<file path="config.mk">
export PLATFORM = sky130hd
export DESIGN_NAME = sc_config_regbank
export DESIGN_NICKNAME = d
export VERILOG_FILES = /design/src/rtl/sc_config_pkg.sv /design/src/rtl/sc_sync_edge.sv /design/src/rtl/sc_config_regbank.sv
export SDC_FILE = /design/constraint.sdc
export NUM_CORES = 2
export LEC_CHECK = 0
export ABC_AREA = 1
export CAP_MARGIN = 20
export CELL_PAD_IN_SITES_DETAIL_PLACEMENT = 1
export CELL_PAD_IN_SITES_GLOBAL_PLACEMENT = 1
export CORE_AREA = 2 2 355 357
export CTS_CLUSTER_DIAMETER = 60
export DETAILED_ROUTE_END_ITERATION = 10
export DIE_AREA = 0 0 357 359
export DONT_BUFFER_PORTS = 1
export PLACE_DENSITY_LB_ADDON = 0.1
export SYNTH_ARGS = -nofsm -noshare
export SYNTH_HDL_FRONTEND = slang
export SYNTH_SLANG_ARGS = --single-unit
</file>
<file path="constraint.sdc">
create_clock -name clk_i -period 1.9 [get_ports clk_i]
set_input_delay 0.285 -clock clk_i [delete_from_list [all_inputs] [get_ports clk_i]]
set_output_delay 0.285 -clock clk_i [all_outputs]
set_load 0.005 [all_outputs]
</file>
<file path="src/rtl/sc_config_pkg.sv">
// Shared constants, types and helpers for the scan converter config register bank.
package sc_config_pkg;

    // CTRL register bit positions (write side)
    localparam int CTRL_COMMIT_BIT  = 0;
    localparam int CTRL_IMM_BIT     = 1;
    localparam int CTRL_ABORT_BIT   = 2;

    // CTRL register bit positions (read side)
    localparam int CTRL_PENDING_BIT = 2;
    localparam int CTRL_CNT_LSB     = 8;

    // Commit sequencer: either nothing is armed, or a commit waits for frame start
    typedef enum logic {
        ST_IDLE    = 1'b0,
        ST_PENDING = 1'b1
    } commit_state_e;

    // Config words sit directly above the status words and the single CTRL word
    function automatic int cfg_base(input int n_status);
        return n_status + 1;
    endfunction

    // Byte-lane merge of a bus write into an existing 32-bit word
    function automatic logic [31:0] merge_bytes(input logic [31:0] old_word,
                                                input logic [31:0] new_word,
                                                input logic [3:0]  byte_en);
        logic [31:0] result;
        result = old_word;
        for (int b = 0; b < 4; b++) begin
            if (byte_en[b]) begin
                result[8*b +: 8] = new_word[8*b +: 8];
            end
        end
        return result;
    endfunction

endpackage

</file>
<file path="src/rtl/sc_sync_edge.sv">
// Two-flop synchroniser followed by a rising-edge detector for slow async strobes
// such as vsync-derived frame markers.
module sc_sync_edge (
    input  logic clk_i,
    input  logic rst_n_i,
    input  logic async_i,
    output logic edge_o
);

    logic meta_q;
    logic sync_q;
    logic prev_q;

    // Synchroniser chain plus one history flop for edge detection
    always_ff @(posedge clk_i or negedge rst_n_i) begin
        if (!rst_n_i) begin
            meta_q <= 1'b0;
            sync_q <= 1'b0;
            prev_q <= 1'b0;
        end else begin
            // NOTE: non-blocking assignments make each flop sample the previous
            // stage's old value; blocking ones would collapse the chain into one flop.
            meta_q <= async_i;
            sync_q <= meta_q;
            prev_q <= sync_q;
        end
    end

    // High for exactly one cycle after the synchronised level goes 0 -> 1
    assign edge_o = sync_q & ~prev_q;

endmodule

</file>
<file path="src/rtl/sc_config_regbank.sv">
// Double-buffered config register bank (Avalon-MM slave). Software writes land in
// shadow registers; a commit copies every shadow word to the active outputs at the
// next frame start so multi-word mode changes are atomic with respect to a frame.
module sc_config_regbank
    import sc_config_pkg::*;
#(
    parameter int N_STATUS = 2,
    parameter int N_CONFIG = 13,
    parameter int ADDR_W   = 9,
    parameter int CNT_W    = 8
) (
    input  logic                    clk_i,
    input  logic                    rst_n_i,

    input  logic [ADDR_W-1:0]       avalon_s_address,
    input  logic [31:0]             avalon_s_writedata,
    input  logic [3:0]              avalon_s_byteenable,
    input  logic                    avalon_s_write,
    input  logic                    avalon_s_read,
    input  logic                    avalon_s_chipselect,
    output logic [31:0]             avalon_s_readdata,
    output logic                    avalon_s_waitrequest_n,

    input  logic [N_STATUS*32-1:0]  status_i,
    input  logic                    frame_start_i,
    output logic [N_CONFIG*32-1:0]  cfg_o,
    output logic                    cfg_update_o,
    output logic                    commit_pending_o
);

    localparam int                CFG_BASE    = cfg_base(N_STATUS);
    localparam logic [ADDR_W-1:0] CTRL_ADDR_A = ADDR_W'(N_STATUS);

    logic                wr_en;
    logic                rd_en;
    logic                ctrl_wr;
    logic                commit_req;
    logic                abort_req;
    logic                force_req;
    logic                frame_edge;
    logic                transfer;
    logic                imm_update;

    logic                imm_q;
    logic                imm_d;
    commit_state_e       state_q;
    commit_state_e       state_d;
    logic [CNT_W-1:0]    commit_cnt_q;
    logic                cfg_update_q;
    logic [31:0]         readdata_q;

    logic [31:0]         shadow_q [N_CONFIG];
    logic [31:0]         active_q [N_CONFIG];
    logic [N_CONFIG-1:0] cfg_sel;
    logic [31:0]         ctrl_rd;
    logic [31:0]         rd_mux;

    // Frame-start marker: synchronised and reduced to a single-cycle edge
    sc_sync_edge u_frame_sync (
        .clk_i   (clk_i),
        .rst_n_i (rst_n_i),
        .async_i (frame_start_i),
        .edge_o  (frame_edge)
    );

    // Bus decode. CTRL bits all live in byte lane 0, so that lane gates the write.
    assign wr_en      = avalon_s_chipselect & avalon_s_write;
    assign rd_en      = avalon_s_chipselect & avalon_s_read;
    assign ctrl_wr    = wr_en && (avalon_s_address == CTRL_ADDR_A) && avalon_s_byteenable[0];
    assign commit_req = ctrl_wr & avalon_s_writedata[CTRL_COMMIT_BIT];
    assign abort_req  = ctrl_wr & avalon_s_writedata[CTRL_ABORT_BIT];
    assign force_req  = ctrl_wr & avalon_s_writedata[CTRL_IMM_BIT];
    assign imm_d      = ctrl_wr ? avalon_s_writedata[CTRL_IMM_BIT] : imm_q;

    // Per-word select for config writes
    always_comb begin
        // NOTE: every combinational output gets a default first so no path leaves it
        // unassigned; otherwise synthesis infers a latch to hold the old value.
        cfg_sel = '0;
        for (int i = 0; i < N_CONFIG; i++) begin
            cfg_sel[i] = wr_en && (avalon_s_address == ADDR_W'(CFG_BASE + i));
        end
    end

    assign imm_update = imm_q & (|cfg_sel);

    // Commit sequencer next state; abort beats both a commit request and a frame edge
    always_comb begin
        state_d  = state_q;
        transfer = 1'b0;
        case (state_q)
            ST_IDLE: begin
                // A commit request in immediate mode (including one setting it) is ignored
                if (commit_req && !abort_req && !imm_d) begin
                    state_d = ST_PENDING;
                end
            end
            ST_PENDING: begin
                if (abort_req) begin
                    state_d = ST_IDLE;
                end else if (frame_edge || force_req) begin
                    transfer = 1'b1;
                    state_d  = ST_IDLE;
                end
            end
            default: state_d = ST_IDLE;
        endcase
    end

    // Control state: FSM, immediate-mode flag, commit counter and update strobe
    always_ff @(posedge clk_i or negedge rst_n_i) begin
        if (!rst_n_i) begin
            state_q      <= ST_IDLE;
            imm_q        <= 1'b0;
            commit_cnt_q <= '0;
            cfg_update_q <= 1'b0;
        end else begin
            state_q      <= state_d;
            imm_q        <= imm_d;
            cfg_update_q <= transfer | imm_update;
            if (transfer) begin
                commit_cnt_q <= commit_cnt_q + CNT_W'(1);
            end
        end
    end

    // Shadow and active word arrays, kept in flops so all active words are visible at once
    always_ff @(posedge clk_i or negedge rst_n_i) begin
        if (!rst_n_i) begin
            // NOTE: these arrays are reset word by word; that is only possible because
            // they are flops, not a RAM, and it guarantees cfg_o is 0 out of reset.
            for (int i = 0; i < N_CONFIG; i++) begin
                shadow_q[i] <= '0;
                active_q[i] <= '0;
            end
        end else begin
            for (int i = 0; i < N_CONFIG; i++) begin
                // A transfer copies the pre-write shadow; a same-cycle write stays in shadow
                if (transfer) begin
                    active_q[i] <= shadow_q[i];
                end else if (imm_q && cfg_sel[i]) begin
                    active_q[i] <= merge_bytes(shadow_q[i], avalon_s_writedata, avalon_s_byteenable);
                end
                if (cfg_sel[i]) begin
                    shadow_q[i] <= merge_bytes(shadow_q[i], avalon_s_writedata, avalon_s_byteenable);
                end
            end
        end
    end

    // CTRL readback image
    always_comb begin
        ctrl_rd                              = '0;
        ctrl_rd[CTRL_CNT_LSB +: CNT_W]       = commit_cnt_q;
        ctrl_rd[CTRL_PENDING_BIT]            = (state_q == ST_PENDING);
        ctrl_rd[CTRL_IMM_BIT]                = imm_q;
    end

    // Read mux: status, CTRL, shadow config; unmapped addresses read 0
    always_comb begin
        rd_mux = '0;
        for (int k = 0; k < N_STATUS; k++) begin
            if (avalon_s_address == ADDR_W'(k)) begin
                rd_mux = status_i[32*k +: 32];
            end
        end
        if (avalon_s_address == CTRL_ADDR_A) begin
            rd_mux = ctrl_rd;
        end
        for (int k = 0; k < N_CONFIG; k++) begin
            if (avalon_s_address == ADDR_W'(CFG_BASE + k)) begin
                rd_mux = shadow_q[k];
            end
        end
    end

    // Registered read data, zero whenever no read is in flight
    always_ff @(posedge clk_i or negedge rst_n_i) begin
        if (!rst_n_i) begin
            readdata_q <= '0;
        end else begin
            readdata_q <= rd_en ? rd_mux : 32'h0;
        end
    end

    // Pack active words onto the output bus
    always_comb begin
        cfg_o = '0;
        for (int i = 0; i < N_CONFIG; i++) begin
            cfg_o[32*i +: 32] = active_q[i];
        end
    end

    assign avalon_s_readdata      = readdata_q;
    assign avalon_s_waitrequest_n = 1'b1;
    assign cfg_update_o           = cfg_update_q;
    assign commit_pending_o       = (state_q == ST_PENDING);

endmodule

</file>
==> results.json <==
{
  "synthDistinctLibCells": 40,
  "core_um2": 125000,
  "synth_area_leaders": "dfrtp_1, nand2_1, a21oi_1",
  "cp-start-kind": "flip-flop",
  "clock_latency_ns": 0.76,
  "die-area_um2": 128000,
  "wl_mm": 239,
  "critPathKind": "flip-flop to flip-flop",
  "r2r-end": "avalon_s_readdata[6]$_DFF_PN0_",
  "synth-edff-count": 0,
  "drtAntennaViolNets": 0,
  "period_needed_ns": 2.42,
  "synthCells": 5233,
  "maxCapViolCount": 0,
  "cp_num_cells": 10,
  "end_kind": "flip-flop",
  "synth-seq-area-share": 0.507,
  "fmax_mhz": 414,
  "clkTransAtPathRegs_ns": 0.06,
  "crit_start": "shadow_q[390]$_DFFE_PN0P_",
  "grt_max_degree": 879,
  "grt_use_total": 0.358,
  "reg2regPathDepth": 10,
  "synth_area_leader_cell": "dfrtp_1",
  "regArea_um2": 22000,
  "firstDrtPassIters": 6,
  "layout_setup_ws_ns": -0.517,
  "htree_levels": 3,
  "crit_path_max_fanout": 2,
  "routedWlPerCell_um": 31.9,
  "num_rows": 130,
  "status": "finished, violations left",
  "finalCoreUtilization": 0.492,
  "hold_class": "input pin to asynchronous set/reset pin",
  "grt_antenna_before_repair": 15,
  "yosysTopAreaCellShare": 0.507,
  "cts_buffers": 119,
  "path_cells": "nand2_2 > nand4_1 > o21bai_2 > buf_6 > nand4_1 > nor2_1 > buf_4 > nand4_1 > nand2_1 > inv_2",
  "p_leak_uw": 0.0297,
  "place_hpwl_mm": 161,
  "synth_nets": 5349,
  "crit_buf_inv": 3,
  "cts_root_buf": "clkbuf_16",
  "synth_flop_cell": "dfrtp_1",
  "drt-vias-per-instance": 5.74,
  "critPathTopFamily": "simple AND/OR/NAND/NOR gates",
  "cpPeakStageDelay_ns": 0.44,
  "syn_area_per_cell_um2": 8.29,
  "hold_ws_ns": -0.296,
  "report.final.slew_viol_count": 0,
  "crit_slowest_cell": "dfrtp_1",
  "syn2layout_area_growth_pct": 41.3,
  "tightest_slew_ns": 1.07,
  "synth-seq-cells": 878,
  "r2r_slack_ns": -0.52,
  "async_flop_share": 1.00,
  "setup_viol": 349,
  "slew-limit-headroom": 0.287,
  "peakVddDrop_mv": 0.703,
  "dieHeight_um": 359,
  "multi_input_area_um2": 21200,
  "min_period_over_period": 1.27,
  "dr_total_vias": 42972,
  "fill_cells": 13957,
  "grt_pass1_wl_mm": 328,
  "gp_congestion": 0.963,
  "grt_pass1_vias": 42763,
  "cp.required_ns": 2.55,
  "portBuffers": 0,
  "placed_cell_area_um2": 50000,
  "failed_checks": "hold timing, setup timing",
  "clockBufferDepth": 3,
  "start_util": 0.348,
  "hold_violations": 350,
  "final_area_um2": 61300,
  "netlist_area_um2": 43400,
  "die_w_um": 357,
  "drt_iter0_drc": 4256,
  "endpoint": "avalon_s_readdata[6]$_DFF_PN0_",
  "rsz0062_at_grt": "yes",
  "synth_common_cells": "nand2_1, dfrtp_1, inv_1",
  "grt.overflow.total": 0,
  "fin_skew_ns": 0.0407,
  "yosysWarnings": 0,
  "cp.arrival_ns": 3.07,
  "drive_gt1_frac": 0.282,
  "drc": 0,
  "cts_tree": "yes",
  "cts.sinks": 878,
  "power.density_nw_per_um2": 814,
  "boundaryPins": 566,
  "timing.rr.start": "shadow_q[390]$_DFFE_PN0P_",
  "crit_top_cell": "nand4_1",
  "synth.most_common_cell": "nand2_1",
  "nNetsFinal": 5857
}
power by group:
part	switching, uW	total, uW	internal, uW
Sequential	1280	20800	19500
Clock	9510	23700	14200
Combinational	3220	5320	2100
registers in the layout, indices dropped and copies added, names as in the netlist:
signal,count
shadow_q,416
cfg_update_o,1
u_frame_sync.prev_q,1
u_frame_sync.meta_q,1
commit_pending_o,1
u_frame_sync.sync_q,1
cfg_o,416
avalon_s_readdata,32
commit_cnt_q,8
imm_q,1
per-layer routing:
layer | part of all wire | vias to the layer above | GRT usage
met3 | 0.086 | 526 | 0.0919
met2 | 0.46 | 1787 | 0.567
met5 | 0.00033 | - | 0.00151
li1 | - | 18519 | -
met4 | 0.064 | 12 | 0.196
met1 | 0.39 | 22128 | 0.445
worst register-to-register path, delay by kind of cell (launching register included):
family                 cells  cell delay (ns)
and+or+nand+nor            6             1.15
AOI/OAI and AO/OA          1             0.34
buffers and inverters      3             0.38
DFF                        1             0.44
what timing repair did:
action | CTS | global route
setup endpoints to repair | 242 | 483
pin swaps | 119 | 83
resized for setup | 563 | 575
hold buffers | 7 | 6
setup buffers | 79 | 55
endpoints found under the hold margin | 882 | 382
cloned | 49 | 23
cells by family (layout without fill, tap and decap cells):
| family | Yosys count | in the layout | share of synthesized area |
|---|---|---|---|
| and+or+nand+nor | 1768 | 1768 | 0.164 |
| AOI/OAI and AO/OA | 1444 | 1444 | 0.211 |
| buffers and inverters | 1034 | 1635 | 0.0936 |
| DFF | 878 | 878 | 0.507 |
| muxes | 100 | 100 | 0.0231 |
| xor gates and xnor gates | 7 | 7 | 0.00141 |
| adders and majority gates | 1 | 1 | 0.000288 |
| other | 1 | 4 | 0.0000865 |
final cells by class:
cell class | count | area share
Timing Repair Buffer | 766 | 0.153
Sequential cell | 878 | 0.359
Antenna cell | 3 | 0.000123
Clock inverter | 52 | 0.0117
Tap cell | 1650 | 0.0337
Clock buffer | 162 | 0.0552
Multi-Input combinational cell | 3321 | 0.346
Inverter | 655 | 0.0416
per-stage QoR:
step                      setup slack (ns)  instances  setup TNS [ns]  power, uW
final                               -0.517       7487          -54.36      49900
after global routing                -0.406       7485          -86.56      51300
after CTS                           -0.384       7447          -49.63      49200
after detailed placement             -1.56       7132         -508.93      24800
after global placement               -1.53       7132         -467.91      24700
after floorplan                     -0.249       5233          -64.16      22500
worst min-delay path by stage:
stage,end,slack [ns],cells past startpoint
global placement,cfg_o[74]$_DFFE_PN0P_,0.06,0
global route,cfg_o[98]$_DFFE_PN0P_,-0.17,2
finish,shadow_q[333]$_DFFE_PN0P_,-0.30,3
detailed placement,cfg_o[74]$_DFFE_PN0P_,0.05,0
floorplan,avalon_s_readdata[0]$_DFF_PN0_,-0.01,0
CTS,shadow_q[306]$_DFFE_PN0P_,-0.76,0
placed cells by master, fill, tap and decap left out, types with 36 or more instances in the layout:
master,n
nand2_1,938
dfrtp_1,872
inv_1,609
a21oi_1,499
buf_4,462
o21ai_0,415
nor2_1,384
buf_12,142
clkbuf_16,141
nand2_2,102
mux2i_1,100
a221oi_2,99
a21oi_2,93
nand2_4,84
nand4_1,80
nand3_1,74
o31ai_4,53
buf_16,52
buf_6,52
o311ai_2,45
a221oi_1,36
(Power assumes the default switching activity.)
